<file path="src/rtl/rf_writeback.sv">
// Register-file writeback stage: merges ALU results and formatted load data
// into an in-order queue and drains one regfile write per cycle.
module rf_writeback #(
  parameter int unsigned DEPTH = 4
) (
  input  logic        clk,
  input  logic        rst,
  input  logic        alu_valid,
  input  logic [4:0]  alu_rd,
  input  logic [31:0] alu_data,
  output logic        alu_ready,
  input  logic        ld_valid,
  input  logic [4:0]  ld_rd,
  input  logic [2:0]  ld_funct3,
  input  logic [1:0]  ld_addr_lo,
  input  logic [31:0] ld_word,
  output logic        ld_ready,
  input  logic        flush,
  output logic        rf_write_en,
  output logic [4:0]  rf_write_reg,
  output logic [31:0] rf_write_data,
  output logic [31:0] pend_mask,
  output logic        busy
);
  localparam int unsigned AW = (DEPTH > 1) ? $clog2(DEPTH) : 1;
  localparam int unsigned CW = AW + 1;

  typedef struct packed {
    logic [4:0]  rd;
    logic [31:0] data;
  } wb_entry_t;

  wb_entry_t     mem_q [DEPTH];
  logic [AW-1:0] wr_ptr_q, wr_ptr_d, rd_ptr_q, rd_ptr_d, alu_idx_c;
  logic [CW-1:0] count_q, count_d, free_c;
  logic          en_q, en_d;
  logic [4:0]    reg_q, reg_d;
  logic [31:0]   data_q, data_d;
  logic          push_ld_c, push_alu_c, pop_c;
  logic [31:0]   ld_fmt_c;

  // Byte/halfword extraction and extension of the raw load word.
  function automatic logic [31:0] fmt_load(input logic [2:0] f3, input logic [1:0] lo,
                                           input logic [31:0] w);
    logic [7:0]  b;
    logic [15:0] h;
    b = w[{lo, 3'b000} +: 8];
    h = lo[1] ? w[31:16] : w[15:0];
    case (f3)
      3'b000:  fmt_load = {{24{b[7]}}, b};
      3'b100:  fmt_load = {24'h0, b};
      3'b001:  fmt_load = {{16{h[15]}}, h};
      3'b101:  fmt_load = {16'h0, h};
      default: fmt_load = w;
    endcase
  endfunction

  // Handshake: the ALU needs two free slots when a load may take one this cycle.
  always_comb begin
    free_c     = CW'(DEPTH) - count_q;
    ld_ready   = !flush && (free_c >= CW'(1));
    alu_ready  = !flush && ((free_c >= CW'(2)) || ((free_c >= CW'(1)) && !ld_valid));
    push_ld_c  = ld_valid && ld_ready && (ld_rd != 5'd0);
    push_alu_c = alu_valid && alu_ready && (alu_rd != 5'd0);
    pop_c      = (count_q != '0) && !flush;
    alu_idx_c  = wr_ptr_q + AW'(push_ld_c);
    ld_fmt_c   = fmt_load(ld_funct3, ld_addr_lo, ld_word);
  end

  always_comb begin
    wr_ptr_d = wr_ptr_q;
    rd_ptr_d = rd_ptr_q;
    count_d  = count_q;
    en_d     = 1'b0;
    reg_d    = reg_q;
    data_d   = data_q;
    if (flush) begin
      wr_ptr_d = '0;
      rd_ptr_d = '0;
      count_d  = '0;
    end else begin
      if (pop_c) begin
        en_d     = 1'b1;
        reg_d    = mem_q[rd_ptr_q].rd;
        data_d   = mem_q[rd_ptr_q].data;
        rd_ptr_d = rd_ptr_q + AW'(1);
      end
      wr_ptr_d = wr_ptr_q + AW'(push_ld_c) + AW'(push_alu_c);
      count_d  = count_q + CW'(push_ld_c) + CW'(push_alu_c) - CW'(pop_c);
    end
  end

  always_ff @(posedge clk or negedge rst) begin
    if (!rst) begin
      wr_ptr_q <= '0;
      rd_ptr_q <= '0;
      count_q  <= '0;
      en_q     <= 1'b0;
      reg_q    <= '0;
      data_q   <= '0;
    end else begin
      wr_ptr_q <= wr_ptr_d;
      rd_ptr_q <= rd_ptr_d;
      count_q  <= count_d;
      en_q     <= en_d;
      reg_q    <= reg_d;
      data_q   <= data_d;
    end
  end

  // Storage needs no reset: slots are only read while counted as occupied.
  always_ff @(posedge clk) begin
    if (push_ld_c)  mem_q[wr_ptr_q]  <= '{rd: ld_rd, data: ld_fmt_c};
    if (push_alu_c) mem_q[alu_idx_c] <= '{rd: alu_rd, data: alu_data};
  end

  always_comb begin
    logic [AW-1:0] off;
    off       = '0;
    pend_mask = '0;
    if (en_q) pend_mask[reg_q] = 1'b1;
    for (int unsigned i = 0; i < DEPTH; i++) begin
      off = AW'(i) - rd_ptr_q;
      if (CW'(off) < count_q) pend_mask[mem_q[i].rd] = 1'b1;
    end
    busy = (count_q != '0) || en_q;
  end

  assign rf_write_en   = en_q;
  assign rf_write_reg  = reg_q;
  assign rf_write_data = data_q;

endmodule

</file>
<file path="config.mk">
export PLATFORM = sky130hd
export DESIGN_NAME = rf_writeback
export DESIGN_NICKNAME = d
export VERILOG_FILES = /design/src/rtl/rf_writeback.sv
export SDC_FILE = /design/constraint.sdc
export NUM_CORES = 1
export LEC_CHECK = 0
export BUFFER_PORTS_ARGS = -buffer_cell sky130_fd_sc_hd__buf_2
export CAP_MARGIN = 20
export CORE_MARGIN = 2
export CORE_UTILIZATION = 54
export CTS_CLUSTER_DIAMETER = 200
export DETAILED_ROUTE_END_ITERATION = 10
export GPL_ROUTABILITY_DRIVEN = 0
export HOLD_SLACK_MARGIN = 0.06
export PLACE_DENSITY = 0.85
export SYNTH_ARGS = -nofsm -noshare
export SYNTH_HDL_FRONTEND = slang
export SYNTH_SLANG_ARGS = --single-unit
</file>
<file path="constraint.sdc">
create_clock -name clk -period 6.14 [get_ports clk]
set_input_delay 0.307 -clock clk [delete_from_list [all_inputs] [get_ports clk]]
set_output_delay 0.307 -clock clk [all_outputs]
set_load 0.02 [all_outputs]
</file>
==> Yosys cells after proc, flatten, opt, wreduce, memory -nomap -nowiden <==
Memories as Yosys holds them, arrays and structs flattened. A register that Yosys moved wholly into a read port is not among the register bits.
Cells that the tools add are included.
{ "word_totals": {"register_bits": 8, "ramBits": 148, "inputBits": 84, "out_inout_bits": 73, "elab_cells": 92, "n_memories": 1} }
{ "op_classes": {"add_sub_neg": 11, "magnitude_cmp": 16, "eq_ne": 3, "shifts": 1, "n_mux": 27, "bitwise": 5, "n_reduce_logical": 24} }
{ "mem_list": {"columns": ["name", "words", "word_bits", "rd", "rd_clocked_by_memory_dff", "wr", "line", "rtl"], "rows": [
  ["mem_q", 4, 37, 5, 1, 2, "33", "wb_entry_t mem_q [DEPTH];"]
]} }
{ "op_table": {"columns": ["cell", "n"], "rows": [
  ["$mux W32", 5],
  ["$or A32 B32 Y32", 4],
  ["$pmux W32 S4", 1],
  ["$shiftx A32 B6 Y8", 1],
  ["$lt A5 B6 Y1 const B", 5],
  ["$demux W1 S5", 5],
  ["$ge A5 B1 Y1 const B", 5],
  ["$mux W16", 1],
  ["$logic_and A1 B1 Y1", 13],
  ["$lt A2 B3 Y1", 4],
  ["$mux W1", 11],
  ["$reduce_bool A5 Y1", 2],
  ["$add A3 B1 Y3", 2],
  ["$eq A3 B3 Y1 const B", 2],
  ["$mux W2", 3],
  ["$add A2 B1 Y2", 2],
  ["$sub A1 B2 Y2 const A", 2],
  ["$sub A2 B2 Y2 const A", 2],
  ["$eq A3 B1 Y1 const B", 1],
  ["$ge A3 B1 Y1 const B", 1],
  ["$ge A3 B2 Y1 const B", 1],
  ["$logic_not A1 Y1", 3],
  ["$logic_not A3 Y1", 1],
  ["$mux W3", 1],
  ["other kinds (8)", 9]
]} }

==> Depth between registers and ports, before layout <==
{ "logic_depth": {"word_depth": 13, "depth_mapped": 14} }

==> Least setup slack after synthesis <==
Ideal clock, no wire load.
{ "synth_path": {"path_type": "register to register", "start": "reg count_q[0]", "end": "mem mem_q[0][0] (netlist bit) (enable)", "setup_time_ps": 487, "t_arrival_ps": 4546, "required_time_ps": 5653, "path_slack_ps": 1107, "stages_incl_launch_ff": 8, "path_buffers": 0, "period_less_slack_ps": 5033, "path_cell_list": "dfrtp_1 > inv_1 > ha_1 > ha_1 > nor4b_1 > nor2_1 > nand3_1 > o31ai_1"} }
{ "synth_rtl": {"columns": ["item", "line", "rtl"], "rows": [
  ["start: declaration", "35", "logic [CW-1:0] count_q, count_d, free_c;"],
  ["start signal: assignment", "104", "count_q <= count_d;"],
  ["end: declaration", "33", null]
]} }

==> flow_summary.yaml <==
yosys:
  syn_area_sq_mm: 0.01182
  synth_compound_area_share_pct: 9.317
  ys_seq_area_share_pct: 47.14
  synthDistinctLibCells: 64
  synthCells: 852
  synth-simple-area-share_pct: 10.24
  synth_top_family_by_area: "multiplexers"
  synth_enable_flop_cells: 148
  ys_warn_count: 0
  synth-adder-area-share_pct: 1.503
  synth-xor-area-share_pct: 0.5188
  async_reset_ff_share_pct: 23.32
  synthMuxAreaShare_pct: 27.22
  ys_ff_latch: 193
  synth_fp_nets: 949
  syn_avg_cell_area_sq_um: 13.87
  yosys_most_used_dff: "edfxtp_1"
grt:
  grt_max_degree: 46
  grt_pass1_vias: 8328
  grt_pass1_wl_um: 47240
  grt_antenna_before_repair: 0
  track_usage_pct: 26.15
  grt_overflow: 0
finish:
  drive_gt1_share_pct: 43.13
  fin_cells: 1278
  final_core_util_pct: 61.52
  largest_reg_flops: 148
  area_delta_synth_final_pct: 12.56
  fillers: 1625
  nets: 1081
  layout_common_cells: "156 x buf_2, 148 x edfxtp_1, 104 x mux2_2, 58 x nand2_1, 53 x mux2_4"
  layout_commonest_cell: "buf_2"
sta:
  finalSetupViolations: 0
  slew_violations: 0
  slew_headroom_pct: 20.00
  fin_crit_ps: 4512
  fin_skew_ps: 5.910
  fmax_mhz: 221.6
  tns_ps: 0
  finalHoldViolations: 0
  worst-slew-pin-transition_ps: 1197
  rsz0062_at_grt: "no"
  finalCritPeriodShare_pct: 73.49
critical_path:
  crit_path_frequent_cell: "ha_1"
  slowest_stage: "nand3_2"
  cp.arrival_ps: 4610
  critPathTopFamily: "simple AND/OR/NAND/NOR gates"
  path_max_fanout: 26
  worstSetupPathType: "register to register"
  cp_num_buf_inv: 3
  reg2regPathDepth: 12
  required_ps: 6240
  max_stage_delay_ps: 680
  worstSetupStartpointType: "register"
  worst_setup_path_end_kind: "register"
  reg2reg_slack_ps: 1630
  reg2reg_from: "count_q[0]$_DFF_PN0_"
  r2r-end: "mem_q[2][18]$_DFFE_PP_"
  crit_chain: "inv_1 -> ha_1 -> ha_1 -> nor4b_1 -> nor2_1 -> nand3_1 -> inv_1 -> ha_1 -> nor2_1 -> nand3_2 -> o21ai_4 -> buf_4"
cts:
  cts.repair.resized: 0
  tritoncts.num_buffers: 17
  clkLatencyLatePin_ps: 440
  cts_tree: "yes"
  clk_pin_slew_ps: 70
  cts_buffer_depth: 2
  root_buffer: "clkbuf_16"
  htreeDepth: 4
  cts.sinks: 193
route:
  wl_per_cell_um: 23.75
  drtIter0Drc: 760
  via_per_inst: 6.522
  routed_wirelength_um: 30350
  firstDrtPassIters: 9
  ant_nets: 0
  drc: 0
  via_count: 8335
die:
  die-area_sq_mm: 0.02308
  coreArea_sq_mm: 0.02162
  die_w_um: 151.9
  die_h_um: 151.9
  start_util_pct: 54.66
  row_count: 54
  io-pin-count: 157
power:
  peakVddDrop_uv: 233.1
  cellPowerDensity_mw_per_mm2: 427.3
  p_total_uw: 5684
  p_leak_uw: 0.005211
flow_run:
  drv_cap: 0
min_path:
  holdPathEnd: "mem_q[2][13]$_DFFE_PP_"
  whs_path_depth: 2
  hp-start: "alu_data[13]"
  hp-class: "input port to register"
placement:
  dpl.hpwl_um: 20540
  dp.cells: 1243
  port_buffers: 156
run_status:
  status: "finished clean"
## final cells by class
class / instances / area (sq um) / area share (%)
flip-flops and latches: 193 / 5573 / 41.90
clock inverters: 14 / 161.4 / 1.213
clock buffers: 18 / 439.2 / 3.302
multi-input cells: 586 / 5826 / 43.80
diodes: 1 / 2.502 / 0.01881
well taps: 280 / 350.3 / 2.634
repair buffers: 169 / 885.9 / 6.660
inverters: 17 / 63.81 / 0.4797
## cells by family after synthesis
| kind of cell | count (synthesis) |
|---|---|
| fa+ha+maj | 13 |
| buf+inv | 73 |
| xor+xnor | 7 |
| mux | 231 |
| flops | 193 |
| compound gates | 123 |
| simple gates | 212 |
## routing by layer
| layer | up-vias | GRT usage [%] | routed length (um) | share of wire (%) |
|---|---|---|---|---|
| li1 | 3653 | - | - | - |
| met1 | 4016 | 34.00 | 11640 | 38 |
| met2 | 573 | 44.02 | 15040 | 50 |
| met3 | 93 | 4.564 | 2787 | 9.2 |
| met4 | 0 | 10.19 | 883 | 2.9 |
| met5 | - | 0 | 0 | 0 |
## cell usage after synthesis (all sizes together) (11+ instances only)
library cell | count | area share (%)
nor3 | 11 | 0.47
dfrtp | 45 | 9.5
edfxtp | 148 | 38
inv | 17 | 0.54
buf | 35 | 2.9
nor2b | 24 | 1.3
a22oi | 23 | 1.5
o221ai | 12 | 1.0
a211oi | 15 | 0.95
nor2 | 36 | 1.1
mux4 | 38 | 7.2
nand2 | 68 | 2.8
ha | 11 | 1.2
nand3 | 13 | 0.64
a221oi | 15 | 1.1
mux2 | 184 | 19
nand2b | 11 | 0.65
clkbuf | 21 | 0.67
a2111oi | 17 | 1.7
## worst reg2reg max path, stage by stage (launching register included)
cell	delay, ps
dfrtp_1	500
inv_1	150
ha_1	230
ha_1	280
nor4b_1	230
nor2_1	100
nand3_1	270
inv_1	120
ha_1	410
nor2_1	180
nand3_2	680
o21ai_4	580
buf_4	440
## power by group
part	switching (uW)	leakage, uW	internal (uW)	total [uW]
combinational	1420	0.00302	1050	2480
sequential	232	0.00190	1840	2070
clock	487	0.000288	649	1140
total	2140	0.00521	3540	5680
## timing repair
item / CTS / global route
hold buffers: 1 / 0
endpoints found under the hold margin: 45 / 0
buffers inserted: 0 / 0
## worst max-delay path by stage
stage,from,to,cells after the start
after CTS,count_q[0]$_DFF_PN0_,mem_q[2][18]$_DFFE_PP_,12
final,count_q[0]$_DFF_PN0_,mem_q[2][18]$_DFFE_PP_,12
after global placement,count_q[0]$_DFF_PN0_,mem_q[2][15]$_DFFE_PP_,12
after global routing,count_q[0]$_DFF_PN0_,mem_q[2][16]$_DFFE_PP_,12
after floorplan,count_q[0]$_DFF_PN0_,mem_q[0][0]$_DFFE_PP_,7
after detailed placement,count_q[0]$_DFF_PN0_,mem_q[2][15]$_DFFE_PP_,12
## metrics by stage
step,area [sq um],hold slack (ps),setup WS (ps)
5_1_grt,13300,206.4,1288
3_3_place_gp,12670,460.8,1858
6_report,13300,198.1,1628
4_1_cts,13290,191.5,1660
2_1_floorplan,11820,11.41,1107
3_5_place_dp,12670,469.5,1687
(Power assumes the default switching activity.)
